### src/rtl/mod461_pkg.sv
// mod461_pkg: shared constants, types and arithmetic helpers for the mod-461
// chunked reducer.
//   MODULUS/RES_W/CHUNK_W/MAX_CHUNKS - arithmetic geometry
//   WEIGHT[k]                        - 2^(6k) mod 461, the positional weight of chunk k
//   state_e                          - controller states
//   reduce_prod()                    - reduce a chunk*weight product into 0..460
//   add_mod()                        - modular add of two residues
package mod461_pkg;

  localparam int MODULUS    = 461;
  localparam int RES_W      = 9;
  localparam int CHUNK_W    = 6;
  localparam int MAX_CHUNKS = 8;
  localparam int PROD_W     = CHUNK_W + RES_W;

  localparam logic [RES_W-1:0] WEIGHT [0:MAX_CHUNKS-1] = '{
    9'd1, 9'd64, 9'd408, 9'd296, 9'd43, 9'd447, 9'd26, 9'd281
  };

  typedef enum logic [1:0] {
    IDLE = 2'd0,
    RUN  = 2'd1,
    DONE = 2'd2
  } state_e;

  // A product of a 6-bit chunk and a weight (<= 460) is below 461*64, so a
  // restoring reduction over the shifts 461<<6 .. 461<<0 always lands in 0..460.
  function automatic logic [RES_W-1:0] reduce_prod(input logic [PROD_W-1:0] prod);
    logic [PROD_W-1:0] rem;
    rem = prod;
    for (int j = 6; j >= 0; j--) begin
      if (rem >= (PROD_W'(MODULUS) << j)) begin
        rem = rem - (PROD_W'(MODULUS) << j);
      end else begin
        rem = rem;
      end
    end
    return rem[RES_W-1:0];
  endfunction

  // Both operands are residues (<= 460), so one conditional subtract suffices.
  function automatic logic [RES_W-1:0] add_mod(input logic [RES_W-1:0] a,
                                               input logic [RES_W-1:0] b);
    logic [RES_W:0] sum;
    sum = {1'b0, a} + {1'b0, b};
    if (sum >= 10'(MODULUS)) begin
      sum = sum - 10'(MODULUS);
    end else begin
      sum = sum;
    end
    return sum[RES_W-1:0];
  endfunction

endpackage

### src/rtl/mod461_chunk_lut.sv
// mod461_chunk_lut: combinational residue lookup for one 6-bit chunk.
//   chunk [5:0] in  - chunk value
//   k     [2:0] in  - chunk position within the operand
//   term  [8:0] out - (chunk * 2^(6k)) mod 461
module mod461_chunk_lut
  import mod461_pkg::*;
(
  input  logic [CHUNK_W-1:0] chunk,
  input  logic [2:0]         k,
  output logic [RES_W-1:0]   term
);

  logic [PROD_W-1:0] prod_s;

  // Weighted product followed by constant-divisor reduction.
  always_comb begin
    prod_s = PROD_W'(chunk) * PROD_W'(WEIGHT[k]);
    term   = reduce_prod(prod_s);
  end

endmodule

### src/rtl/mod461_seq_reducer.sv
// mod461_seq_reducer: reduces a 6*N_CHUNKS-bit unsigned operand modulo 461,
// one chunk per clock, with valid/ready handshakes on both sides.
//   clk, rst_n          - clock, asynchronous active-low reset
//   in_valid/in_ready   - operand handshake (in_ready is combinational)
//   in_data             - operand, sampled only on acceptance
//   out_valid/out_ready - result handshake
//   out_res [8:0]       - in_data mod 461, held until the result is taken
//   busy                - high while an operand is in flight (RUN or DONE)
// N_CHUNKS must lie in 1..8.
module mod461_seq_reducer
  import mod461_pkg::*;
#(
  parameter int N_CHUNKS = 8
) (
  input  logic                         clk,
  input  logic                         rst_n,
  input  logic                         in_valid,
  output logic                         in_ready,
  input  logic [CHUNK_W*N_CHUNKS-1:0]  in_data,
  output logic                         out_valid,
  input  logic                         out_ready,
  output logic [RES_W-1:0]             out_res,
  output logic                         busy
);

  localparam int         OP_W     = CHUNK_W * N_CHUNKS;
  localparam logic [2:0] LAST_IDX = 3'(N_CHUNKS - 1);

  state_e              state_r;
  state_e              state_s;
  logic [2:0]          idx_r;
  logic [OP_W-1:0]     op_r;
  logic [RES_W-1:0]    acc_r;
  logic [CHUNK_W-1:0]  chunk_s;
  logic [RES_W-1:0]    term_s;
  logic                in_ready_s;
  logic                accept_s;

  mod461_chunk_lut u_lut (
    .chunk (chunk_s),
    .k     (idx_r),
    .term  (term_s)
  );

  // Select the chunk addressed by idx_r from the latched operand.
  always_comb begin
    chunk_s = {CHUNK_W{1'b0}};
    for (int k = 0; k < N_CHUNKS; k++) begin
      chunk_s = (idx_r == 3'(k)) ? op_r[CHUNK_W*k +: CHUNK_W] : chunk_s;
    end
  end

  // Acceptance is possible when idle, or in DONE when the result leaves this edge.
  always_comb begin
    in_ready_s = (state_r == IDLE) || ((state_r == DONE) && out_ready);
    accept_s   = in_valid && in_ready_s;
  end

  // Next-state logic.
  always_comb begin
    state_s = state_r;
    case (state_r)
      IDLE: begin
        if (accept_s) begin
          state_s = RUN;
        end else begin
          state_s = IDLE;
        end
      end
      RUN: begin
        if (idx_r == LAST_IDX) begin
          state_s = DONE;
        end else begin
          state_s = RUN;
        end
      end
      DONE: begin
        if (accept_s) begin
          state_s = RUN;
        end else if (out_ready) begin
          state_s = IDLE;
        end else begin
          state_s = DONE;
        end
      end
      default: begin
        state_s = IDLE;
      end
    endcase
  end

  // State register.
  always_ff @(posedge clk or negedge rst_n) begin
    if (!rst_n) begin
      state_r <= IDLE;
    end else begin
      state_r <= state_s;
    end
  end

  // Operand latch, chunk index and modular accumulator.
  always_ff @(posedge clk or negedge rst_n) begin
    if (!rst_n) begin
      op_r  <= {OP_W{1'b0}};
      idx_r <= 3'd0;
      acc_r <= {RES_W{1'b0}};
    end else if (accept_s) begin
      op_r  <= in_data;
      idx_r <= 3'd0;
      acc_r <= {RES_W{1'b0}};
    end else if (state_r == RUN) begin
      acc_r <= add_mod(acc_r, term_s);
      idx_r <= idx_r + 3'd1;
    end else begin
      op_r  <= op_r;
      idx_r <= idx_r;
      acc_r <= acc_r;
    end
  end

  // Outputs are decodes of registered state; in_ready alone depends on out_ready.
  always_comb begin
    in_ready  = in_ready_s;
    out_valid = (state_r == DONE);
    busy      = (state_r != IDLE);
    out_res   = acc_r;
  end

endmodule

### config.mk
export PLATFORM = sky130hd
export DESIGN_NAME = mod461_seq_reducer
export DESIGN_NICKNAME = d
export VERILOG_FILES = /design/src/rtl/mod461_pkg.sv /design/src/rtl/mod461_chunk_lut.sv /design/src/rtl/mod461_seq_reducer.sv
export SDC_FILE = /design/constraint.sdc
export NUM_CORES = 1
export LEC_CHECK = 0
export BUFFER_PORTS_ARGS = -buffer_cell sky130_fd_sc_hd__buf_4
export CELL_PAD_IN_SITES_DETAIL_PLACEMENT = 0
export CELL_PAD_IN_SITES_GLOBAL_PLACEMENT = 1
export CORE_MARGIN = 2
export CORE_UTILIZATION = 45
export DETAILED_ROUTE_END_ITERATION = 16
export GPL_TIMING_DRIVEN = 0
export PLACE_DENSITY = 0.88
export SETUP_SLACK_MARGIN = 0.15
export SLEW_MARGIN = 20
export SYNTH_ARGS = -nofsm -noshare
export SYNTH_HDL_FRONTEND = slang
export SYNTH_SLANG_ARGS = --single-unit
### constraint.sdc
create_clock -name clk -period 31.1 [get_ports clk]
set_clock_uncertainty 0.2 [all_clocks]
set_input_delay 0 -clock clk [delete_from_list [all_inputs] [get_ports clk]]
set_output_delay 0 -clock clk [all_outputs]
set_load 0.02 [all_outputs]
==> metrics.txt, run 1 <==
WL/cell=15.37 um; Iteration-0 DRC Markers=557; global route overflow=0; max-cap violations=0; Post-CTS Setup Bufs=0; Clock transition at path regs=0.05 ns; Worst path max stage delay=0.86 ns; post-route minimum period=18.44 ns; Die H=141.8 um; Async S/R FF share, synth=1.000; count of final max-slew check failures=0; Worst Setup Path Type=reg2reg; post-route setup TNS=0 ns; CTS tree=done; fraction of layout cells with a size suffix above 1=0.1477; Initial DRT Pass Iterations=7; CTS root buf=clkbuf_16; Worst R2R Setup Slack=~13 ns; n_diodes=0; HPWL after DPL=17290 um; sequential share of the synthesized area=0.1817; Avg Synthesized Cell Area=between 7 and 8 um2; Die Wd=141.8 um; Sink Count=62; synth cell count leaders=nand2_1, nor2_1, dfrtp_1; Inserted Clock Buffers=9; Final Setup Violations=0; cell with the most instances after synthesis=nand2_1; Clk Latency, worst-skew pair=0.33 ns; count of state elements after synthesis=62; slowest CP cell=o311ai_1; Layout area overhead=18.20%; Initial Utilization=0.4581; CTS H-tree depth=3; crit end category=flip-flop; WP data arrival=18.51 ns; Worst Max-Slew Pin Slew=1.044 ns; I/O pin count=64; num rows=50; Hold WC Path Type=in2reg; FILL cells=1764; Critical Path Source Type=flip-flop; initial antenna violation count=0; Period Utilization, post-route=0.5930; vias in the first global route=7979; final hold viol count=0; fmax=~54 MHz; Core Area=0.01864 mm2; via count=8335; area fraction of the dominant cell type after synthesis=0.1817; R2R depth=between 60 and 70; Most used DFF post-synth=dfrtp_1; number of enable flip-flop cells after synthesis=0; worst r2r src=idx_r[2]; number of synthesis warnings=0; global-route wire length before repair=38580 um; Worst Hold Depth=4; # nets final=1344; Synth area leaders=dfrtp_1, nand2_1, fa_1, ha_1, xnor2_1; unrepaired setup endpoints after global routing=no; gpl congestion=0.8626; Critical Path RT=31.17 ns; largest net degree at the start of global routing=63; CTS max path bufs=2; Hold Startpoint=in_valid; Slew HR=0.2928; die area=between 0.02 and 0.025 mm2; buffers added on ports=63; cell taking the most area after synthesis=dfrtp_1; Total GRT Usage=0.2297; final WL=22340 um; Vias/cell=5.736; status=complete, no violations; Hold Crit Endpoint=out_res[3]; worst-path fanout max=10; reg-to-reg endpoint=out_res[8]; post-route ant nets=0; Post-Syn Instances=1090; post-synthesis cell type count=104; post-synth net total=1220; area of the mapped netlist=0.008539 mm2; DRC violations left=0
final cells by class:
cell class	count	area, um2	area share
multi-input combinational	921	6538	0.6477
sequential	62	1551	0.1537
timing repair buffer	113	973.4	0.09644
tap	234	292.8	0.02901
clock buffer	12	256.5	0.02541
buffer	48	229.0	0.02269
inverter	59	221.5	0.02194
clock inverter	4	31.28	0.003099
what timing repair did:
| action | 4_1_cts | 5_1_grt |
|---|---|---|
| endpoints found under the hold margin | 111 | 0 |
| gates resized for setup | 0 | 0 |
| hold buffers | 50 | 0 |
metrics by stage:
| step | worst slack [ns] | hold WS (ns) | cell area [um2] | utilization | std cells |
|---|---|---|---|---|---|
| 2_1_floorplan | 15.34 | -0.4956 | 8539 | - | 1090 |
| 3_3_place_gp | 12.89 | -0.07484 | 9305 | 0.4991 | 1387 |
| 3_5_place_dp | 12.76 | -0.07508 | 9305 | 0.4991 | 1387 |
| 4_1_cts | 12.72 | 0.008420 | 10090 | 0.5414 | 1453 |
| 5_1_grt | 10.94 | 0.06164 | 10090 | 0.5414 | 1453 |
| 6_report | 12.66 | 0.01198 | 10090 | 0.5414 | 1453 |
state kept, by name, indices dropped and copies added (netlist names):
signal	count
out_res	9
op_r	48
idx_r	3
state_r	2
kinds of logic after synthesis:
family	share of synthesized area
multiplexers	0.02828
buffers and inverters	0.05274
AO/OA/AOI/OAI	0.2624
AND/OR/NAND/NOR	0.2520
XOR/XNOR	0.08220
adder cells (fa/ha/maj)	0.1407
flip-flops	0.1817
cells in the final DEF, fill, tap and decap left out, drive strengths merged, types with 30 or more instances in the layout:
cell type and count:
nand2 228, nor2 91, buf 82, dfrtp 62
inv 59, dlygate4sd3 50, xnor2 49, a21oi 49
ha 48, o21ai 46, clkbuf 41, nand3 35
fa 30
worst max path at each step:
stage,end,slack (ns),start,cells past startpoint
after floorplan,out_res[8],15.34,idx_r[2],66
after global placement,out_res[8],12.89,idx_r[2],68
after detailed placement,out_res[8],12.76,idx_r[2],68
after CTS,out_res[8],12.72,idx_r[2],68
after global routing,out_res[8],10.94,idx_r[2],68
final,out_res[8],12.66,idx_r[2],68
routing by layer:
metal / global-route usage / vias up / wire (um)
li1: - / 4129 / -
met1: 0.3227 / 3985 / 10630
met2: 0.3868 / 193 / 10620
met3: 0.02126 / 28 / 811
met4: 0.04842 / 0 / 272
met5: 0 / - / 0
critical path: cells and delay by family (launching register included):
kind            cells  cell delay, ns
flops               1            0.39
simple gates       14            2.37
fa+ha+maj          10            3.31
compound gates     25            7.80
buf+inv            11            2.11
xor+xnor            8            2.18
Power of run 1 is not shown: default switching activity piles up to over one toggle a cycle in this logic, so the estimate is an artifact.
==> run 2: changes to the inputs <==
Settings changed: ABC_AREA set to 1, CORE_UTILIZATION 45 to 41, PLACE_DENSITY 0.88 to 0.87.
Clock period 31.1 ns to 16.5 ns, I/O delays scaled along.
==> metrics.txt, run 2 <==
Core Area=0.01889 mm2; Worst R2R Setup Slack=between 1.5 and 2 ns; CP dominant cell by count=nand2_1; commonest non-fill, non-tap cell in the layout=nand2_1; Slew HR=0.4775; DRC violations left=0; Async S/R FF share, synth=1.000; Total GRT Usage=0.2019; commonest cells after routing, fill and taps aside=nand2_1, inv_1, nand3_1; Die Wd=143.4 um; buffers added on ports=63; Critical Path Source Type=flip-flop; Vias/cell=about 5; Layout area overhead=20.43%; Synth area leaders=dfrtp_1, nand2_1, inv_1, fa_1, ha_1; initial antenna violation count=0; Die H=143.4 um; R2R depth=96; post-route ant nets=0; number of synthesis warnings=0; Worst path max stage delay=0.55 ns; number of flip-flops in the largest register=48; unrepaired setup endpoints after global routing=no; area of the mapped netlist=0.007961 mm2; WP data arrival=approximately 15 ns; HPWL after DPL=15270 um; vias in the first global route=7461; Clock transition at path regs=0.05 ns; global route overflow=0; Final Setup Violations=0; cell with the most instances after synthesis=nand2_1; Post-CTS Setup Bufs=0; count of final max-slew check failures=0; largest net degree at the start of global routing=63; Period Utilization, post-route=0.8910; gpl congestion=0.8579; # nets final=roughly 1400; die area=0.02055 mm2; sequential share of the synthesized area=0.1949; final hold viol count=0; CTS root buf=clkbuf_16; post-route setup TNS=0 ns; slowest CP cell=fa_1; num rows=50; crit end category=flip-flop; fmax=68.02 MHz; post-synthesis cell type count=45; post-route minimum period=14.70 ns; worst r2r src=idx_r[2]; Inserted Clock Buffers=9; Iteration-0 DRC Markers=293; fraction of layout cells with a size suffix above 1=0.1778; WL/cell=12.51 um; area fraction of the dominant cell type after synthesis=0.1949; CTS max path bufs=2; Worst Setup Path Type=reg2reg; Sink Count=62; Clk Latency, worst-skew pair=0.33 ns; Initial Utilization=0.4214; global-route wire length before repair=34350 um; post-synth net total=1300; FILL cells=around 1900; Worst Max-Slew Pin Slew=0.7838 ns; Most used DFF post-synth=dfrtp_1; CTS H-tree depth=3; status=complete, no violations; I/O pin count=64; synth cell count leaders=nand2_1, inv_1, nand3_1; n_diodes=0; Hold WC Path Type=in2async; cell taking the most area after synthesis=dfrtp_1; final WL=19510 um; via count=7620; Critical Path RT=16.51 ns; reg-to-reg endpoint=out_res[8]; Post-Syn Instances=1170; worst-path fanout max=10; number of enable flip-flop cells after synthesis=0; Initial DRT Pass Iterations=6; max-cap violations=0; count of state elements after synthesis=between 60 and 70; Layout Utilization=0.5075; Largest Register=op_r; Avg Synthesized Cell Area=about 7 um2; CTS tree=done
[run 2: changes by cell type in the layout (fill, tap and decap cells not counted), sizes merged, moves of 18 or more]
| cell | before | now |
|---|---|---|
| nand2 | 228 | 394 |
| inv | 59 | 182 |
| nand3 | 35 | 108 |
| xnor2 | 49 | 3 |
| mux2 | 4 | 43 |
| nor2 | 91 | 111 |
| a211oi | 19 | 0 |
| a21oi | 49 | 30 |
| clkbuf | 41 | 22 |
| mux2i | 18 | 0 |
| or2 | 21 | 3 |
[run 2: how the worst max path moves through the flow]
stage                     slack (ns)      from  cells past startpoint         end
final                           1.80  idx_r[2]                     96  out_res[8]
after global routing            0.19  idx_r[1]                     97  out_res[8]
after CTS                       1.45  idx_r[1]                     99  out_res[8]
after detailed placement        1.50  idx_r[1]                     99  out_res[8]
after global placement          1.58  idx_r[1]                     99  out_res[8]
after floorplan                 3.89  idx_r[0]                     94  out_res[8]
[run 2: cells by family (layout without fill, tap and decap cells)]
logic type	after synthesis	after routing	share of synthesized area
mux	43	43	0.06082
fa+ha+maj	78	78	0.1509
simple gates	653	653	0.3822
compound gates	105	105	0.07984
buf+inv	202	331	0.1017
xor+xnor	27	27	0.02970
flops	62	62	0.1949
[run 2: area by class of cell]
cell class,instances,area (um2),share of cell area
Buffer,17,111.4,0.01161
Clock buffer,12,256.5,0.02675
Clock inverter,3,43.79,0.004567
Inverter,185,705.7,0.07360
Multi-Input combinational cell,906,5610,0.5851
Sequential cell,62,1551,0.1618
Tap cell,260,325.3,0.03393
Timing Repair Buffer,114,983.4,0.1026
[run 2: per-layer routing]
layer,track usage,up-vias,part of all wire
li1,-,3991,-
met1,0.2687,3463,0.46
met2,0.3563,140,0.50
met3,0.02333,26,0.029
met4,0.03870,0,0.012
met5,0,-,0
[run 2: critical path: cells and delay by family (launching register included)]
kind / cells / cell delay, ns
simple gates: 55 / 6.11
flops: 1 / 0.34
compound gates: 12 / 2.14
xor+xnor: 2 / 0.38
fa+ha+maj: 10 / 3.32
buf+inv: 17 / 2.05
[run 2: through the flow]
step / hold slack, ns / setup slack [ns] / instance area (um2) / cells
detailed placement: -0.06777 / 1.499 / 8760 / 1493
CTS: 0.1205 / 1.452 / 9570 / 1559
global placement: -0.07584 / 1.577 / 8760 / 1493
global route: 0.2187 / 0.1932 / 9588 / 1559
finish: 0.1219 / 1.799 / 9588 / 1559
floorplan: -0.4956 / 3.891 / 7961 / 1170
[run 2: timing repair]
item,4_1_cts,5_1_grt
hold endpoints to repair,112,0
hold buffers,51,0
gates resized for setup,0,10
endpoints found under the setup margin,0,8
Power of run 2 is left out for the same reason.
==> run 3: changes to the inputs <==
Settings changed: CORE_UTILIZATION 41 to 38, MAX_ROUTING_LAYER set to met4, PLACE_DENSITY 0.87 to 0.82, RECOVER_POWER set to 25.
==> metrics.txt, run 3 (synthesis results as in run 2) <==
status=finished, violations left; failing checks=capacitance limit, slew limit; Inserted Clock Buffers=9; Total GRT Usage=0.1900; Met3 Routed Length=482 um; footprint of the multi-input gates=0.005605 mm2; max-cap violations=1; met2 wire len=9823 um; Core Area=roughly 0.020 mm2; HPWL after DPL=15690 um; Sink Count=62; commonest non-fill, non-tap cell in the layout=nand2_1; Post-CTS Setup Bufs=0; FILL cells=between 2000 and 2500; Vias/cell=slightly below 5; num rows=52; met1 wire length=9275 um; final WL=about 20000 um; post-route minimum period=between 10 and 15 ns; CTS root buf=clkbuf_16; Critical Path RT=16.52 ns; WP data arrival=14.77 ns; Initial Utilization=0.3897; Die H=148.7 um; unrepaired setup endpoints after global routing=no; Worst path max stage delay=around 0.53 ns; slowest CP cell=fa_1; global-route wire length before repair=34020 um; Initial DRT Pass Iterations=5; CTS max path bufs=2; Layout area overhead=20.05%; Clock transition at path regs=~0.050 ns; via count=approximately 7600; Period Utilization, post-route=0.8942; n_diodes=0; post-route ant nets=0; initial antenna violation count=0; Worst Max-Slew Pin Slew=around 3.3 ns; DRC violations left=0; Hold WC Path Type=in2reg; Critical Path Source Type=flip-flop; Layout Utilization=0.4678; critical path startpoint=idx_r[1]; design area=0.009558 mm2; Iteration-0 DRC Markers=between 200 and 300; WL/cell=12.62 um; crit end category=flip-flop; Slew HR=-1.183; fmax=between 60 and 70 MHz; fraction of layout cells with a size suffix above 1=0.1694; CP dominant cell by count=nand2_1; final hold viol count=0; R2R depth=94; global route overflow=0; largest net degree at the start of global routing=63; gpl congestion=0.8365; CTS tree=done; I/O pin count=64; reg-to-reg endpoint=out_res[8]; count of final max-slew check failures=63; Area after DPL=0.008772 mm2; CTS H-tree depth=3; vias in the first global route=between 7000 and 8000; number of flip-flops in the largest register=48; die area=approximately 0.022 mm2; worst-path fanout max=10; hold_ws=between 0.2 and 0.25 ns; worst r2r src=idx_r[1]; Max Used Layer=met4; Final Setup Violations=0; crit path capture=out_res[8]; Worst R2R Setup Slack=1.74 ns; # nets final=approximately 1400; register area=about 0.0016 mm2; post-route setup TNS=0 ns; commonest cells after routing, fill and taps aside=nand2_1, inv_1, nand3_1; buffers added on ports=63; Die Wd=148.7 um; Largest Register=op_r; Worst Setup Path Type=reg2reg; Clk Latency, worst-skew pair=0.33 ns
-- run 3: changes by cell type in the layout (fill, tap and decap cells not counted), sizes merged --
cell | before | now
buf | 70 | 60
clkbuf | 22 | 32
-- run 3: layout make-up --
| cell class | instances | share of cell area |
|---|---|---|
| well taps | 270 | 0.03534 |
| flip-flops and latches | 62 | 0.1623 |
| clock inverters | 3 | 0.004582 |
| plain buffers | 17 | 0.01165 |
| repair buffers | 114 | 0.09897 |
| clock buffers | 12 | 0.02684 |
| multi-input cells | 906 | 0.5865 |
| inverters | 185 | 0.07383 |
-- run 3: worst max-delay path: cells and delay by family, from the launching register on --
family          cells  cell delay [ns]
buf+inv            18             2.08
fa+ha+maj          10             3.09
flops               1             0.47
simple gates       54             6.27
compound gates     10             2.11
xor+xnor            2             0.38
-- run 3: worst min-delay path by stage --
stage,from,end,depth (start not counted)
final,in_data[20],op_r[20],3
after global routing,in_data[20],op_r[20],3
after CTS,rst_n,op_r[18],2
after detailed placement,rst_n,op_r[18],1
after global placement,rst_n,op_r[14],1
after floorplan,rst_n,idx_r[0],0
-- run 3: layer usage --
metal  up-vias  GRT usage
met5         -          -
met4         0    0.03333
met3        19    0.01621
met2       123     0.3294
met1      3474     0.2467
li1       3985          -
-- run 3: metrics by stage --
| stage | cells | setup slack, ns |
|---|---|---|
| global route | 1569 | 0.2306 |
| detailed placement | 1503 | 1.431 |
| floorplan | 1170 | 3.891 |
| CTS | 1569 | 1.381 |
| finish | 1569 | 1.745 |
| global placement | 1503 | 1.519 |
-- run 3: what timing repair did --
action	4_1_cts	5_1_grt
hold buffers	51	0
hold endpoints to repair	112	0
endpoints found under the setup margin	0	4
gates resized for setup	0	8
Power of run 3 is left out for the same reason.
